### src/rtl/ex_muldiv_if.sv
// Execute-stage multiply/divide handshake: request from the pipeline, registered
// result presented back to the memory-access stage.
interface ex_muldiv_if #(
  parameter int XLEN = 64
);
  logic            EN;
  logic            KILL;
  logic [2:0]      op;
  logic [XLEN-1:0] rs1;
  logic [XLEN-1:0] rs2;
  logic [4:0]      rd_i;
  logic            write_back;
  logic [XLEN-1:0] res;
  logic [4:0]      rd_o;
  logic            write_back_o;
  logic            stall;
  logic            done;

  modport master (
    output EN, KILL, op, rs1, rs2, rd_i, write_back,
    input  res, rd_o, write_back_o, stall, done
  );

  modport slave (
    input  EN, KILL, op, rs1, rs2, rd_i, write_back,
    output res, rd_o, write_back_o, stall, done
  );
endinterface

### src/rtl/ex_muldiv.sv
// Iterative RV64M multiply/divide: one operation at a time, one bit per cycle,
// with single-cycle fast paths for divide-by-zero and signed overflow.
module ex_muldiv #(
  parameter int XLEN  = 64,
  parameter int CNT_W = 7
) (
  input  logic        CLK,
  input  logic        RST_N,
  ex_muldiv_if.slave  bus
);

  typedef enum logic [1:0] {S_IDLE, S_BUSY, S_DONE} state_e;

  typedef enum logic [2:0] {
    OP_MUL    = 3'd0,
    OP_MULH   = 3'd1,
    OP_MULHSU = 3'd2,
    OP_MULHU  = 3'd3,
    OP_DIV    = 3'd4,
    OP_DIVU   = 3'd5,
    OP_REM    = 3'd6,
    OP_REMU   = 3'd7
  } op_e;

  localparam logic [XLEN-1:0] MIN_NEG = {1'b1, {(XLEN-1){1'b0}}};
  localparam logic [XLEN-1:0] ALL_ONE = {XLEN{1'b1}};

  state_e            state_q, state_d;
  logic [CNT_W-1:0]  cnt_q, cnt_d;
  op_e               op_q, op_d;
  logic [4:0]        rd_q, rd_d;
  logic              wb_q, wb_d;
  logic              neg_q, neg_d;
  logic [XLEN-1:0]   acc_hi_q, acc_hi_d;
  logic [XLEN-1:0]   acc_lo_q, acc_lo_d;
  logic [XLEN-1:0]   opb_q, opb_d;
  logic [XLEN-1:0]   res_q, res_d;
  logic [4:0]        rd_o_q, rd_o_d;
  logic              wb_o_q, wb_o_d;
  logic              done_q, done_d;

  // Request decode
  op_e             op_in;
  logic            in_is_div;
  logic            a_signed, b_signed;
  logic            a_neg, b_neg;
  logic [XLEN-1:0] a_mag, b_mag;
  logic            in_res_neg;
  logic            div_zero, div_ovf;
  logic [XLEN-1:0] fast_res;

  always_comb begin
    op_in      = op_e'(bus.op);
    in_is_div  = bus.op[2];
    a_signed   = op_in inside {OP_MUL, OP_MULH, OP_MULHSU, OP_DIV, OP_REM};
    b_signed   = op_in inside {OP_MUL, OP_MULH, OP_DIV, OP_REM};
    a_neg      = a_signed & bus.rs1[XLEN-1];
    b_neg      = b_signed & bus.rs2[XLEN-1];
    a_mag      = a_neg ? -bus.rs1 : bus.rs1;
    b_mag      = b_neg ? -bus.rs2 : bus.rs2;
    // The remainder follows the dividend; everything else follows the operand signs.
    in_res_neg = (op_in == OP_REM) ? a_neg : (a_neg ^ b_neg);
    div_zero   = in_is_div && (bus.rs2 == '0);
    div_ovf    = (op_in inside {OP_DIV, OP_REM}) &&
                 (bus.rs1 == MIN_NEG) && (bus.rs2 == ALL_ONE);
    fast_res   = '0;
    if (div_zero) begin
      fast_res = (op_in inside {OP_DIV, OP_DIVU}) ? ALL_ONE : bus.rs1;
    end else if (div_ovf) begin
      fast_res = (op_in == OP_DIV) ? MIN_NEG : '0;
    end
  end

  // One iteration of each datapath; only the one matching op_q is committed.
  logic [XLEN:0]     mul_sum;
  logic [XLEN-1:0]   mul_hi_n, mul_lo_n;
  logic [XLEN:0]     div_shift, div_diff;
  logic              div_ge;
  logic [XLEN-1:0]   div_hi_n, div_lo_n;
  logic [2*XLEN-1:0] prod_s;
  logic [XLEN-1:0]   quo_s, rem_s;
  logic [XLEN-1:0]   final_res;

  always_comb begin
    mul_sum   = {1'b0, acc_hi_q} + (acc_lo_q[0] ? {1'b0, opb_q} : '0);
    mul_hi_n  = mul_sum[XLEN:1];
    mul_lo_n  = {mul_sum[0], acc_lo_q[XLEN-1:1]};

    // Restoring step: partial remainder is always below the divisor, so the
    // shifted value fits XLEN+1 bits and the top bit of the difference is the borrow.
    div_shift = {acc_hi_q, acc_lo_q[XLEN-1]};
    div_diff  = div_shift - {1'b0, opb_q};
    div_ge    = ~div_diff[XLEN];
    div_hi_n  = div_ge ? div_diff[XLEN-1:0] : div_shift[XLEN-1:0];
    div_lo_n  = {acc_lo_q[XLEN-2:0], div_ge};

    prod_s    = neg_q ? -{mul_hi_n, mul_lo_n} : {mul_hi_n, mul_lo_n};
    quo_s     = neg_q ? -div_lo_n : div_lo_n;
    rem_s     = neg_q ? -div_hi_n : div_hi_n;

    unique case (op_q)
      OP_MUL:                        final_res = prod_s[XLEN-1:0];
      OP_MULH, OP_MULHSU, OP_MULHU:  final_res = prod_s[2*XLEN-1:XLEN];
      OP_DIV, OP_DIVU:               final_res = quo_s;
      default:                       final_res = rem_s;
    endcase
  end

  always_comb begin
    // NOTE: every next-state signal takes its hold value first so no path leaves
    // one unassigned, which would otherwise infer a latch.
    state_d  = state_q;
    cnt_d    = cnt_q;
    op_d     = op_q;
    rd_d     = rd_q;
    wb_d     = wb_q;
    neg_d    = neg_q;
    acc_hi_d = acc_hi_q;
    acc_lo_d = acc_lo_q;
    opb_d    = opb_q;
    res_d    = res_q;
    rd_o_d   = rd_o_q;
    wb_o_d   = 1'b0;
    done_d   = 1'b0;

    unique case (state_q)
      S_IDLE: begin
        if (bus.EN && !bus.KILL) begin
          op_d = op_in;
          rd_d = bus.rd_i;
          wb_d = bus.write_back;
          if (div_zero || div_ovf) begin
            res_d   = fast_res;
            rd_o_d  = bus.rd_i;
            wb_o_d  = bus.write_back;
            done_d  = 1'b1;
            state_d = S_DONE;
          end else begin
            neg_d    = in_res_neg;
            acc_hi_d = '0;
            // Divide: dividend shifts out of the low half as quotient bits shift in.
            // Multiply: multiplier shifts out of the low half as product bits shift in.
            acc_lo_d = in_is_div ? a_mag : b_mag;
            opb_d    = in_is_div ? b_mag : a_mag;
            cnt_d    = CNT_W'(XLEN);
            state_d  = S_BUSY;
          end
        end
      end

      S_BUSY: begin
        if (bus.KILL) begin
          cnt_d   = '0;
          state_d = S_IDLE;
        end else begin
          acc_hi_d = op_q[2] ? div_hi_n : mul_hi_n;
          acc_lo_d = op_q[2] ? div_lo_n : mul_lo_n;
          cnt_d    = cnt_q - CNT_W'(1);
          if (cnt_q == CNT_W'(1)) begin
            res_d   = final_res;
            rd_o_d  = rd_q;
            wb_o_d  = wb_q;
            done_d  = 1'b1;
            state_d = S_DONE;
          end
        end
      end

      default: begin
        state_d = S_IDLE;
      end
    endcase
  end

  // NOTE: state registers use non-blocking assignment so every flop samples the
  // pre-edge value of every other flop.
  always_ff @(posedge CLK or negedge RST_N) begin
    if (!RST_N) begin
      state_q  <= S_IDLE;
      cnt_q    <= '0;
      op_q     <= OP_MUL;
      rd_q     <= '0;
      wb_q     <= 1'b0;
      neg_q    <= 1'b0;
      acc_hi_q <= '0;
      acc_lo_q <= '0;
      opb_q    <= '0;
      res_q    <= '0;
      rd_o_q   <= '0;
      wb_o_q   <= 1'b0;
      done_q   <= 1'b0;
    end else begin
      state_q  <= state_d;
      cnt_q    <= cnt_d;
      op_q     <= op_d;
      rd_q     <= rd_d;
      wb_q     <= wb_d;
      neg_q    <= neg_d;
      acc_hi_q <= acc_hi_d;
      acc_lo_q <= acc_lo_d;
      opb_q    <= opb_d;
      res_q    <= res_d;
      rd_o_q   <= rd_o_d;
      wb_o_q   <= wb_o_d;
      done_q   <= done_d;
    end
  end

  // A flush arriving in the DONE cycle cancels the write-back but not the pulse.
  assign bus.res          = res_q;
  assign bus.rd_o         = rd_o_q;
  assign bus.write_back_o = wb_o_q & ~bus.KILL;
  assign bus.stall        = (state_q == S_BUSY);
  assign bus.done         = done_q;

endmodule

### src/flat_wrapper.sv
// flat-port wrapper written by rule: the top's interface ports become plain ports
module ex_muldiv_flat 
#(
  parameter int XLEN  = 64,
  parameter int CNT_W = 7
)
  (CLK, RST_N, bus_EN, bus_KILL, bus_op, bus_rs1, bus_rs2, bus_rd_i, bus_write_back, bus_res, bus_rd_o, bus_write_back_o, bus_stall, bus_done);
  ex_muldiv_if #(.XLEN(XLEN)) bus_i ();
  input  logic CLK;
  input  logic RST_N;
  input wire logic [$bits(bus_i.EN)-1:0] bus_EN;
  input wire logic [$bits(bus_i.KILL)-1:0] bus_KILL;
  input wire logic [$bits(bus_i.op)-1:0] bus_op;
  input wire logic [$bits(bus_i.rs1)-1:0] bus_rs1;
  input wire logic [$bits(bus_i.rs2)-1:0] bus_rs2;
  input wire logic [$bits(bus_i.rd_i)-1:0] bus_rd_i;
  input wire logic [$bits(bus_i.write_back)-1:0] bus_write_back;
  output wire logic [$bits(bus_i.res)-1:0] bus_res;
  output wire logic [$bits(bus_i.rd_o)-1:0] bus_rd_o;
  output wire logic [$bits(bus_i.write_back_o)-1:0] bus_write_back_o;
  output wire logic [$bits(bus_i.stall)-1:0] bus_stall;
  output wire logic [$bits(bus_i.done)-1:0] bus_done;
  assign bus_i.EN = bus_EN;
  assign bus_i.KILL = bus_KILL;
  assign bus_i.op = bus_op;
  assign bus_i.rs1 = bus_rs1;
  assign bus_i.rs2 = bus_rs2;
  assign bus_i.rd_i = bus_rd_i;
  assign bus_i.write_back = bus_write_back;
  assign bus_res = bus_i.res;
  assign bus_rd_o = bus_i.rd_o;
  assign bus_write_back_o = bus_i.write_back_o;
  assign bus_stall = bus_i.stall;
  assign bus_done = bus_i.done;
  ex_muldiv #(.XLEN(XLEN), .CNT_W(CNT_W)) u_core (.CLK(CLK), .RST_N(RST_N), .bus(bus_i));
endmodule
### config.mk
export PLATFORM = sky130hd
export DESIGN_NAME = ex_muldiv_flat
export DESIGN_NICKNAME = d
export VERILOG_FILES = /design/src/rtl/ex_muldiv_if.sv /design/src/rtl/ex_muldiv.sv /design/src/flat_wrapper.sv
export SDC_FILE = /design/constraint.sdc
export NUM_CORES = 2
export LEC_CHECK = 0
export ABC_AREA = 1
export CAP_MARGIN = 10
export CORE_MARGIN = 2
export CORE_UTILIZATION = 50
export DETAILED_ROUTE_END_ITERATION = 8
export GPL_TIMING_DRIVEN = 0
export PLACE_DENSITY_LB_ADDON = 0.3
export SKIP_LAST_GASP = 1
export SLEW_MARGIN = 40
export SYNTH_ARGS = -nofsm -noshare
export SYNTH_HDL_FRONTEND = slang
export SYNTH_SLANG_ARGS = --single-unit
### constraint.sdc
create_clock -name CLK -period 11.4 [get_ports CLK]
set_clock_uncertainty 0.1 [all_clocks]
set_input_delay 2.28 -clock CLK [delete_from_list [all_inputs] [get_ports CLK]]
set_output_delay 2.28 -clock CLK [all_outputs]
set_load 0.01 [all_outputs]
==> results of run 1 <==
[logic make-up after synthesis]
kind of cell | after synthesis | share of synthesized area [%]
xor gates and xnor gates | 183 | 3.82
DFF | 282 | 16.8
and+or+nand+nor | 4553 | 45.3
AOI/OAI and AO/OA | 1298 | 16.7
buffers and inverters | 1436 | 13.2
adders and majority gates | 138 | 4.15
[metal layers]
layer | GRT overflow | global-route usage [%]
met4 | 10 | 63.9
met2 | 17 | 85.5
met5 | 0 | 24.2
met1 | 0 | 71.3
met3 | 0 | 48.0
[per-stage QoR]
| stage | worst slack, ps | cell area [um2] |
|---|---|---|
| after global placement | -4830 | 45500 |
| after detailed placement | 3700 | 45600 |
| after floorplan | 6570 | 42000 |
| after CTS | 4260 | 46900 |
==> reports/metrics.cfg, run 1 <==
[synthesis]
syn-num-nets = 8169
yosysTopAreaCell = nand2_1
syn-cell-area_mm2 = 0.0420
yosysMostFrequentCell = nand2_1
syn_inst = 7890
ys.flop_type = dfrtp_1
synth_edf_count = 0
netlist_top_cells_area = nand2_1 22%, dfrtp_1 17%, inv_1 10%
ys_ff_latch = 282
ys_seq_area_share_pct = 16.8
synth_commonest_cells = 2,480 x nand2_1, 1,155 x inv_1, 1,048 x nor2_1
async_reset_ff_share_pct = 100
yosys_warnings = 0
yosys.area.top_type_share_pct = 22.2
netlist-cell-type-count = 62
avgSynthCellArea_um2 = 5.32

[clocking]
root_buffer = clkbuf_16
holdBufCountCts = 0
cts.sinks = 282
cts_post_setup_buffers_inserted = 0
cts_resized = 0
cts.path.max_buffers = 3
cts_htree_levels = 2
cts_made_buffers = 35

[run_status]
error = [ERROR GRT-0116] Global routing finished with congestion. Check the congestion regions in the DRC Viewer.
haltStage = global routing
outcome = did not finish

[floorplan]
ios = 213
start_util_pct = 50.4
die_x_um = 294
row_count = 106
die_h_um = 294

[global_routing]
grt_max_degree = 69
grt_usage_pct = 68.0
grt_pass1_wl_um = 422000
grt_overflow = 27
grt_pass1_vias = 58600

[placement]
finalWeightedCongestion = 1.37
portBuffers = 210
dp_hpwl_um = 230000
placed_cells = 9184

==> inputs of run 2 (changes only) <==
CORE_UTILIZATION = 35   (was 50)
PLACE_DENSITY_LB_ADDON = 0.15   (was 0.3)
==> run 2 against run 1 <==
  * The flow now finishes without violations
  * Synthesized area unchanged
  * Synthesized cell count did not move
==> reports/metrics.cfg, run 2 <==
[run_status]
outcome = completed

[clocking]
insertion_delay_ps = 630
holdBufCountCts = 0
path_clk_slew_ps = 60
cts_htree_levels = 2
cts_made_buffers = 38
cts_post_setup_buffers_inserted = 0
cts_resized = 0
cts.path.max_buffers = 3
root_buffer = clkbuf_16
cts.sinks = 282
cts_tree = built

[floorplan]
die_h_um = 350
die_x_um = 350
ios = 213
dieArea_mm2 = 0.123
start_util_pct = 35.2
core_mm2 = 0.119
row_count = 127

[sta]
rsz0062_at_grt = false
setup-violations-final = 0
setup_slack_ps = 3270
tightest_slew_ps = 1030
slew_viol_final = 0
slew_headroom_pct = 30.7
fmax_ghz = 0.123
hold_viol = 0
period_minus_slack_ps = 8130
period_share_pct = 71.3

[global_routing]
grt_usage_pct = 50.6
grt_pass1_wl_um = 429000
grt_overflow = 0
grt_max_degree = 68
antenna_found_initial = 22
grt_pass1_vias = 54000

[synthesis]
ys.flop_type = dfrtp_1
netlist-cell-type-count = 62
netlist_top_cells_area = nand2_1 22%, dfrtp_1 17%, inv_1 10%
syn-num-nets = 8169
syn-cell-area_mm2 = 0.0420
ys_ff_latch = 282
syn_inst = 7890
ys_seq_area_share_pct = 16.8
async_reset_ff_share_pct = 100
synth_edf_count = 0
yosysMostFrequentCell = nand2_1
yosysTopAreaCell = nand2_1
yosys.area.top_type_share_pct = 22.2
synth_commonest_cells = 2,480 x nand2_1, 1,155 x inv_1, 1,048 x nor2_1
yosys_warnings = 0
avgSynthCellArea_um2 = 5.32

[flow_run]
cap_violations = 0

[detailed_routing]
antenna_left = 0
drc = 0
drt_first_pass_iters = 9
routed_wl_um = 321000
drt-initial-drc-count = 8947
routed_via_density = 6.01
vias = 58900
wire_per_inst_um = 32.8

[layout]
fin_nets = 8428
fill_cells = 13900
final_common_cell = nand2_1
final_layout_size_suffix_gt1_share_pct = 3.94
area_growth_syn_to_layout_pct = 13.5
final_cell_mix = 2,480 x nand2_1, 1,155 x inv_1, 1,044 x nor2_1
finish.utilization_pct = 39.9

[min_path]
whs_endpoint = u_core.bus.rd_o[3]
hold_path.class = reg -> reg
worstHoldStart = u_core.bus.rd_o[3]
holdPathStages = 2

[pwr]
switching_share_pct = 69.2
p_comb_share_pct = 80.1
worst_ir_drop_vdd_uv = 208
switchingPower_uw = 12100
power_frac_seq_pct = 12.6
p_per_area_mw_per_mm2 = 368
p_leak_uw = 0.0237
p_int_uw = 5410
pwr-share-clk_pct = 7.3

[critical_path]
rrSetupSlack_ps = 3270
arrival_ps = 8540
regToRegStartpoint = u_core.acc_lo_q[0]
path_max_fanout = 10
reg2reg_to = u_core.bus.res[54]
crit_path_end_kind = register
ff2ff_path_depth = 27
path_class = reg -> reg
startpoint_type = register
required_ps = 11820

[placement]
dp_hpwl_um = 269000
portBuffers = 210
pre_cts_slack_ps = 3670
finalWeightedCongestion = 1.18

-- run 2: cell counts after synthesis --
Identical to the previous run, type by type.
-- run 2: per-layer routing --
layer  global-route usage, %  vias to the layer above  part of all wire, %
met4                    44.2                       10                   11
met5                       0                        -                0.022
li1                        -                    25700                    -
met2                    73.2                     4404                   40
met1                    59.5                    27600                   36
met3                    17.2                     1197                   13
-- run 2: worst max-delay path by stage --
stage	end	start	slack, ps
detailed placement	u_core.acc_lo_q[37]	bus_rs1[0]	3670
global route	u_core.bus.res[38]	u_core.acc_lo_q[0]	3500
global placement	u_core.cnt_q[3]	RST_N	-5940
finish	u_core.bus.res[54]	u_core.acc_lo_q[0]	3270
CTS	u_core.bus.res[54]	u_core.acc_lo_q[0]	4150
floorplan	bus_write_back_o	bus_KILL	6570
-- run 2: cells by family after synthesis --
group           share of synthesized area (%)
flops                                    16.8
simple gates                             45.3
compound gates                           16.7
buf+inv                                  13.2
xor+xnor                                 3.82
fa+ha+maj                                4.15
-- run 2: worst max-delay path: stages (launching register included) --
cell and delay (ps):
dfrtp_1 600, clkbuf_2 510, buf_1 620, nand2_1 100, inv_1 90, ha_1 160
inv_1 60, fa_1 420, inv_1 230, nand2_1 100, o21ai_1 620, nand2_1 130
nand2_1 350, xor2_1 260, nor2_1 540, nand3_1 410, nor4_1 780, nand3b_1 240
nor2_1 140, nand3b_1 130, nand3_1 90, nand2_1 70, nand2_1 140, nand2_1 70
nor2_1 400, nand2_1 310, nand2_1 210, nand2_1 70
-- run 2: area by class of cell --
class	count	area [um2]	share of cell area, %
Clock inverter	15	135	0.283
Tap cell	1612	2020	4.23
Antenna cell	7	17.5	0.0367
Buffer	261	1180	2.48
Sequential cell	282	7060	14.8
Clock buffer	52	1090	2.30
Timing Repair Buffer	219	2270	4.77
Multi-Input combinational cell	6172	29500	61.9
Inverter	1175	4410	9.25
-- run 2: through the flow --
step / instance area [um2] / hold WS (ps) / setup TNS [ps] / total power, uW / instances
6_report: 47700 / 386 / 0 / 17500 / 9795
5_1_grt: 47700 / 420 / 0 / 17900 / 9788
4_1_cts: 47600 / 388 / 0 / 16500 / 9786
3_5_place_dp: 46400 / 367 / 0 / 15200 / 9719
3_3_place_gp: 46100 / 363 / -1656760 / 15200 / 9712
2_1_floorplan: 42000 / 348 / 0 / 9130 / 7890
-- run 2: power by group through the flow --
stage	logic [uW]	clock network (uW)	registers, uW
floorplan	7390	0	1740
detailed placement	13100	0	2110
global placement	13100	0	2120
CTS	13200	1260	2110
global route	14500	1300	2150
finish	14100	1280	2200
(Power assumes the default switching activity.)
